[src/rtl/counter_pkg.sv]
// Shared definitions for the parametrised up/down modulus counter family.
// Mode constants, width limit and the load clamp helper.
package counter_pkg;

    localparam int unsigned CNT_WRAP      = 0;
    localparam int unsigned CNT_SAT       = 1;
    localparam int unsigned CNT_MAX_WIDTH = 32;

    // A load value outside the count range is pulled down to the top of the range.
    function automatic logic [CNT_MAX_WIDTH-1:0] clamp_load(
        input logic [CNT_MAX_WIDTH-1:0] val,
        input longint unsigned          modulus
    );
        if (64'(val) >= modulus) begin
            return CNT_MAX_WIDTH'(modulus - 64'd1);
        end
        return val;
    endfunction

endpackage

[src/rtl/counter_next_val.sv]
// Combinational next-count logic for one enabled step in either direction.
// Also reports whether the step crosses a range boundary.
module counter_next_val
    import counter_pkg::*;
#(
    parameter int unsigned     WIDTH    = 8,
    parameter longint unsigned MODULUS  = 256,
    parameter int unsigned     SATURATE = CNT_WRAP
) (
    input  logic [WIDTH-1:0] count,
    input  logic             up_dn,
    output logic [WIDTH-1:0] next_count,
    output logic             at_boundary
);

    localparam logic [WIDTH-1:0] MaxCnt = WIDTH'(MODULUS - 64'd1);

    logic [WIDTH:0] cnt_ext;
    logic [WIDTH:0] inc;
    logic [WIDTH:0] dec;
    logic           at_top;
    logic           at_bottom;

    assign cnt_ext = {1'b0, count};
    assign inc     = cnt_ext + (WIDTH+1)'(1);
    assign dec     = cnt_ext - (WIDTH+1)'(1);

    // The carry only fires for a full-range modulus, where it coincides with the compare.
    assign at_top    = (count == MaxCnt) | inc[WIDTH];
    assign at_bottom = dec[WIDTH];

    always_comb begin
        next_count  = up_dn ? inc[WIDTH-1:0] : dec[WIDTH-1:0];
        at_boundary = up_dn ? at_top : at_bottom;
        if (at_boundary) begin
            if (SATURATE == CNT_SAT) begin
                next_count = count;
            end else begin
                next_count = up_dn ? '0 : MaxCnt;
            end
        end
    end

endmodule

[src/rtl/counter_mod_updown.sv]
// General-purpose up/down counter with programmable modulus, load, wrap/saturate mode,
// terminal-count flag, registered wrap pulse and sticky overflow flag.
module counter_mod_updown
    import counter_pkg::*;
#(
    parameter int unsigned     WIDTH    = 8,
    parameter longint unsigned MODULUS  = 256,
    parameter int unsigned     SATURATE = CNT_WRAP
) (
    input  logic             clk,
    input  logic             reset,
    input  logic             en,
    input  logic             up_dn,
    input  logic             load,
    input  logic [WIDTH-1:0] load_val,
    input  logic             clr_ovf,
    output logic [WIDTH-1:0] count,
    output logic             tc,
    output logic             wrap,
    output logic             ovf
);

    if (WIDTH < 1 || WIDTH > CNT_MAX_WIDTH) begin : gen_bad_width
        $error("counter_mod_updown: WIDTH must be 1..%0d", CNT_MAX_WIDTH);
    end
    if (MODULUS < 2 || MODULUS > (64'd1 << WIDTH)) begin : gen_bad_modulus
        $error("counter_mod_updown: MODULUS must be 2..2**WIDTH");
    end
    if (SATURATE != CNT_WRAP && SATURATE != CNT_SAT) begin : gen_bad_mode
        $error("counter_mod_updown: SATURATE must be 0 or 1");
    end

    logic [WIDTH-1:0] count_q, count_d;
    logic             wrap_q, wrap_d;
    logic             ovf_q, ovf_d;
    logic [WIDTH-1:0] step_count;
    logic             at_boundary;
    logic             boundary_step;

    counter_next_val #(
        .WIDTH    (WIDTH),
        .MODULUS  (MODULUS),
        .SATURATE (SATURATE)
    ) u_next_val (
        .count       (count_q),
        .up_dn       (up_dn),
        .next_count  (step_count),
        .at_boundary (at_boundary)
    );

    // A load suppresses the step, so it also suppresses wrap and the ovf set.
    assign boundary_step = en & ~load & at_boundary;

    always_comb begin
        count_d = count_q;
        wrap_d  = 1'b0;
        ovf_d   = (ovf_q & ~clr_ovf) | boundary_step;
        if (load) begin
            count_d = WIDTH'(clamp_load(CNT_MAX_WIDTH'(load_val), MODULUS));
        end else if (en) begin
            count_d = step_count;
            wrap_d  = at_boundary;
        end
    end

    always_ff @(posedge clk) begin
        if (reset) begin
            count_q <= '0;
            wrap_q  <= 1'b0;
            ovf_q   <= 1'b0;
        end else begin
            count_q <= count_d;
            wrap_q  <= wrap_d;
            ovf_q   <= ovf_d;
        end
    end

    assign count = count_q;
    assign tc    = at_boundary;
    assign wrap  = wrap_q;
    assign ovf   = ovf_q;

endmodule

[config.mk]
export PLATFORM = sky130hd
export DESIGN_NAME = counter_mod_updown
export DESIGN_NICKNAME = d
export VERILOG_FILES = /design/src/rtl/counter_pkg.sv /design/src/rtl/counter_next_val.sv /design/src/rtl/counter_mod_updown.sv
export SDC_FILE = /design/constraint.sdc
export NUM_CORES = 1
export LEC_CHECK = 0
export CAP_MARGIN = 20
export CORE_MARGIN = 4
export CORE_UTILIZATION = 40
export DETAILED_ROUTE_END_ITERATION = 16
export DONT_BUFFER_PORTS = 1
export SYNTH_ARGS = -nofsm -noshare
export SYNTH_HDL_FRONTEND = slang
export SYNTH_HIERARCHICAL = 1
export SYNTH_SLANG_ARGS = --single-unit
[constraint.sdc]
create_clock -name clk -period 3.43 [get_ports clk]
set_input_delay 0.343 -clock clk [delete_from_list [all_inputs] [get_ports clk]]
set_output_delay 0.343 -clock clk [all_outputs]
set_load 0.01 [all_outputs]
* Yosys cells after proc, flatten, opt, wreduce, memory -nomap -nowiden
Index checks and enable logic that the tools add are counted. Widths: inputs -> output; s select.
Word-level totals: bits in writable memories 0, logic and storage cells 22, flip-flop bits (word level) 10, memories 0, output and inout port bits 11, bits of input ports 14, ROM bits 0, latch bits 0
Operators by class: shift-type cells 0, divide/modulo/power cells 0, $lt $le $gt $ge 0, bitwise gates (word level) 8, $mul 0, $add $sub $neg 2, equality and inequality tests 1, mux-type cells 6, reduce and logical (&&, ||, !) cells 2
Operators with widths (number):
- $mux 8 | 5
- $add 8x1->9 const B | 1
- $sub 8x1->9 const B | 1
- $eq 8x8->1 const B | 1
- $and 1x1->1 | 3
- $not 1->1 | 3
- $reduce_or 3->1 | 1
- $or 1x1->1 | 2
- $reduce_bool 2->1 | 1
- $mux 1 | 1

* Depth between registers and ports, before layout
depth after elaboration 6, gate-level depth with buffers 7

* Modules after synthesis
Netlist, hierarchy kept.
By module, submodules not included:
- counter_mod_updown | cells an instance 41, times used 1, area each 431.7 µm²
- counter_next_val | cells an instance 40, times used 1, area each 270.3 µm²

* Worst setup path before layout
OpenSTA, ideal clock, no wires.
path kind reg2reg, from reg count_q[0], in the netlist count[0], to reg count_q[7], in the netlist count[7], clock period less this slack 1.706 ns, path slack 1.724 ns, stages on the path, launching flop included 8, required time 3.344 ns, arrival 1.621 ns, buffers on the path 0, cell sequence dfxtp_1 -> ha_1 -> nand4_1 -> nor3_1 -> or3_1 -> o211ai_1 -> mux2i_1 -> a211oi_1
Between the ends: word-level cells in the longest chain between the ends 6, elaborated cells between the ends (all ways) 9
Ends and longest elaborated chain:
- from (decl) | line counter_mod_updown.sv:33 | logic [WIDTH-1:0] count_q, count_d;
- from (signal assigned) | line counter_mod_updown.sv:72 | count_q <= count_d;
- $add 8x1->9 or $eq 8x8->1 (tied branches) | line counter_next_val.sv:25, counter_next_val.sv:29
- $or 1x1->1 | line counter_next_val.sv:29 | assign at_top = (count == MaxCnt) | inc[WIDTH];
- $mux 1 | line counter_next_val.sv:34 | at_boundary = up_dn ? at_top : at_bottom;
- $mux 8 (*) | line counter_next_val.sv:35 | if (at_boundary) begin
- net step_count[7] | line counter_mod_updown.sv:36 | logic [WIDTH-1:0] step_count;
- $mux 8 (*) | line counter_mod_updown.sv:60 | end else if (en) begin
- $mux 8 (*) | line counter_mod_updown.sv:58 | if (load) begin
The timed path passes the listed nets; every way through them passes the cells marked *. The select of a mux whose other input is x is not followed. A chain may end at the register's enable or synchronous reset.

* Worst setup path after layout
from reg count_q[0], in the netlist count[0], to out tc
Between the ends: word-level cells in the longest chain between the ends 3, elaborated cells between the ends (all ways) 5
Ends and longest elaborated chain:
- $add 8x1->9 or $eq 8x8->1 (tied branches) | line counter_next_val.sv:25, counter_next_val.sv:29
- $or 1x1->1 | line counter_next_val.sv:29
- $mux 1 (*) | line counter_next_val.sv:34
- to (decl) | line counter_mod_updown.sv:18 | output logic tc,
Every way passes the cells marked *; elsewhere a longest branch is shown, timed or not.

==> flow_metrics.env <==
export IMPL_grt_total_usage_pct=13.68
export IMPL_hold_path_class="in -> reg"
export IMPL_cts_sink_count=10
export IMPL_gp_congestion=0.7815
export IMPL_grt_max_degree=11
export IMPL_path_max_fanout=8
export IMPL_crit_required_ns=3.09
export IMPL_clkTransAtPathRegs_ns=0.07
export IMPL_clockBufferDepth=2
export IMPL_critPathKind="reg -> out"
export IMPL_htreeDepth=1
export IMPL_ys_ff_latch=10
export IMPL_die_w_um=49.89
export IMPL_postCtsSetupBuffers=0
export IMPL_grt_pass1_vias=556
export IMPL_synth_area_per_cell_um2=8.666
export IMPL_num_nets_final=100
export IMPL_avgRoutedWirePerCell_um=15.93
export IMPL_start_util_pct=44.52
export IMPL_via_count=583
export IMPL_coreArea_um2=1577
export IMPL_grt_overflow=0
export IMPL_tritoncts="built"
export IMPL_arrival_ns=1.88
export IMPL_r2r_end="count[7]"
export IMPL_drive_above_1_share_pct=12.05
export IMPL_skew_ns=0.003655
export IMPL_setup_violations=0
export IMPL_drv_cap=0
export IMPL_clock_latency_ns=0.26
export IMPL_ys_seq_area_share_pct=28.52
export IMPL_die_y_um=49.89
export IMPL_postLayoutCellArea_um2=743.2
export IMPL_ys_types=31
export IMPL_cts_hold_buf=0
export IMPL_drt_iter0_drc=15
export IMPL_syn_cell_area_um2=701.9
export IMPL_min_period_ns=2.223
export IMPL_max_freq_mhz=449.8
export IMPL_slew_viol_final=0
export IMPL_cts_root_buf="clkbuf_4"
export IMPL_final_cell_mix="dfxtp_1 (10), mux2i_1 (9), nor2b_1 (8), a211oi_1 (8), nand2_1 (8)"
export IMPL_ant_nets=0
export IMPL_worstSetupStartpointType="flip-flop"
export IMPL_dp_slack_ns=1.490
export IMPL_rsz0062_at_grt="no"
export IMPL_pin_count=25
export IMPL_grt_pass1_wl_mm=2.649
export IMPL_r2r_start="count[0]"
export IMPL_drc=0
export IMPL_tns_ns=0
export IMPL_cts_resized=0
export IMPL_syn_nets=97
export IMPL_fin_ws_ns=1.207
export IMPL_min_delay_path_depth=1
export IMPL_dp_cells=95
export IMPL_irDropWorstVdd_mv=0.2250
export IMPL_dp_hpwl_mm=1.220
export IMPL_antenna_cells=0
export IMPL_area_growth_syn_to_layout_pct=5.882
export IMPL_relSlewSlack_pct=67.85
export IMPL_die_area_um2=2489
export IMPL_numCtsBuffers=3
export IMPL_hp_start="reset"
export IMPL_first_pass_iters=3
export IMPL_power_density_nw_per_um2=416.1
export IMPL_status="completed"
export IMPL_hold_violations=0
export IMPL_p_leak_uw=0.0003054
export IMPL_wl_mm=1.577
export IMPL_routed_via_density=5.889
export IMPL_reg2reg_depth=7
export IMPL_synthesis_instances=81
export IMPL_placed_cell_area_um2=706.9
export IMPL_final_cells=99
export IMPL_power_total_uw=309.2
export IMPL_hold_end="count[6]"
export IMPL_r2r_setup_slack_ns=1.47
export IMPL_rows=14
export IMPL_port_buffers=0
export IMPL_yosys_warnings=6
export IMPL_antenna_found_initial=0
export IMPL_final_common_cell="dfxtp_1"
export IMPL_fin_crit_sh_pct=64.81
export IMPL_tightest_slew_ns=0.4785
export IMPL_worstSetupEndpointType="primary output"
-- per-layer routing --
layer	wire [µm]	track usage, %
met4	0	1.382
met1	693	15.83
met3	121	7.530
met5	0	0
met2	761	22.69
-- cell usage after synthesis, drive strengths merged --
library cell,count,area [µm²]
o21ai,4,20.01
xnor2,2,17.52
nand3b,1,7.510
clkbuf,1,3.750
or4,2,18.77
nor4,1,12.51
nand2,8,30.03
nand2b,2,12.51
xor2,3,26.28
a2bb2o,1,10.01
nor2b,8,50.05
dfxtp,10,200.2
ha,2,25.02
nand4,2,12.51
a21oi,1,5.000
o22ai,1,6.260
o211ai,1,7.510
nor2,1,3.750
o31ai,1,7.510
buf,1,11.26
or2,1,6.260
mux2,1,11.26
mux2i,9,90.09
a211oi,8,60.06
or3,1,6.260
nor3,4,25.02
inv,4,15.01
-- final cells by class --
class | instances | area (µm²)
fill | 154 | 833.3
multi-input combinational | 65 | 471.7
sequential | 10 | 200.2
clock buffer | 4 | 36.28
tap | 16 | 20.02
inverter | 4 | 15.01
-- where the power goes --
group,total (µW),internal [µW],switching (µW)
clock network,105,64.4,40.9
registers,145,125,20.9
logic,58.4,32.0,26.4
-- how the worst max path moves through the flow --
stage,slack [ns],end,startpoint,cells after the start
floorplan,1.72,count[7],count[0],7
global placement,1.54,tc,count[1],4
detailed placement,1.49,count[7],count[0],7
CTS,1.21,tc,count[0],4
global route,1.03,tc,count[0],4
finish,1.21,tc,count[0],4
-- critical path, cell delays in order, from the launching register on --
cell and delay (ns):
dfxtp_1 0.50, ha_1 0.22, nand4_1 0.16, nor3_1 0.47
nand2b_1 0.25
-- sequential cells by signal, indices dropped and copies added (netlist names) --
name and count:
count 8, ovf 1, wrap 1
-- metrics by stage --
step                      hold slack [ns]  util (%)
after floorplan                    0.4934         -
after global placement             0.4163     44.84
after detailed placement           0.4186     44.84
after CTS                          0.1347     47.14
after global routing               0.1209     47.14
final                              0.1392     47.14
-- logic make-up (layout without fill, tap and decap cells) --
kind of cell	count (synthesis)	count (layout)	synth area share (%)
simple gates	31	31	26.38
compound gates	17	17	16.58
mux	10	10	14.44
flops	10	10	28.52
buf+inv	6	8	4.277
xor+xnor	5	5	6.240
fa+ha+maj	2	2	3.564
(Power assumes the default switching activity.)
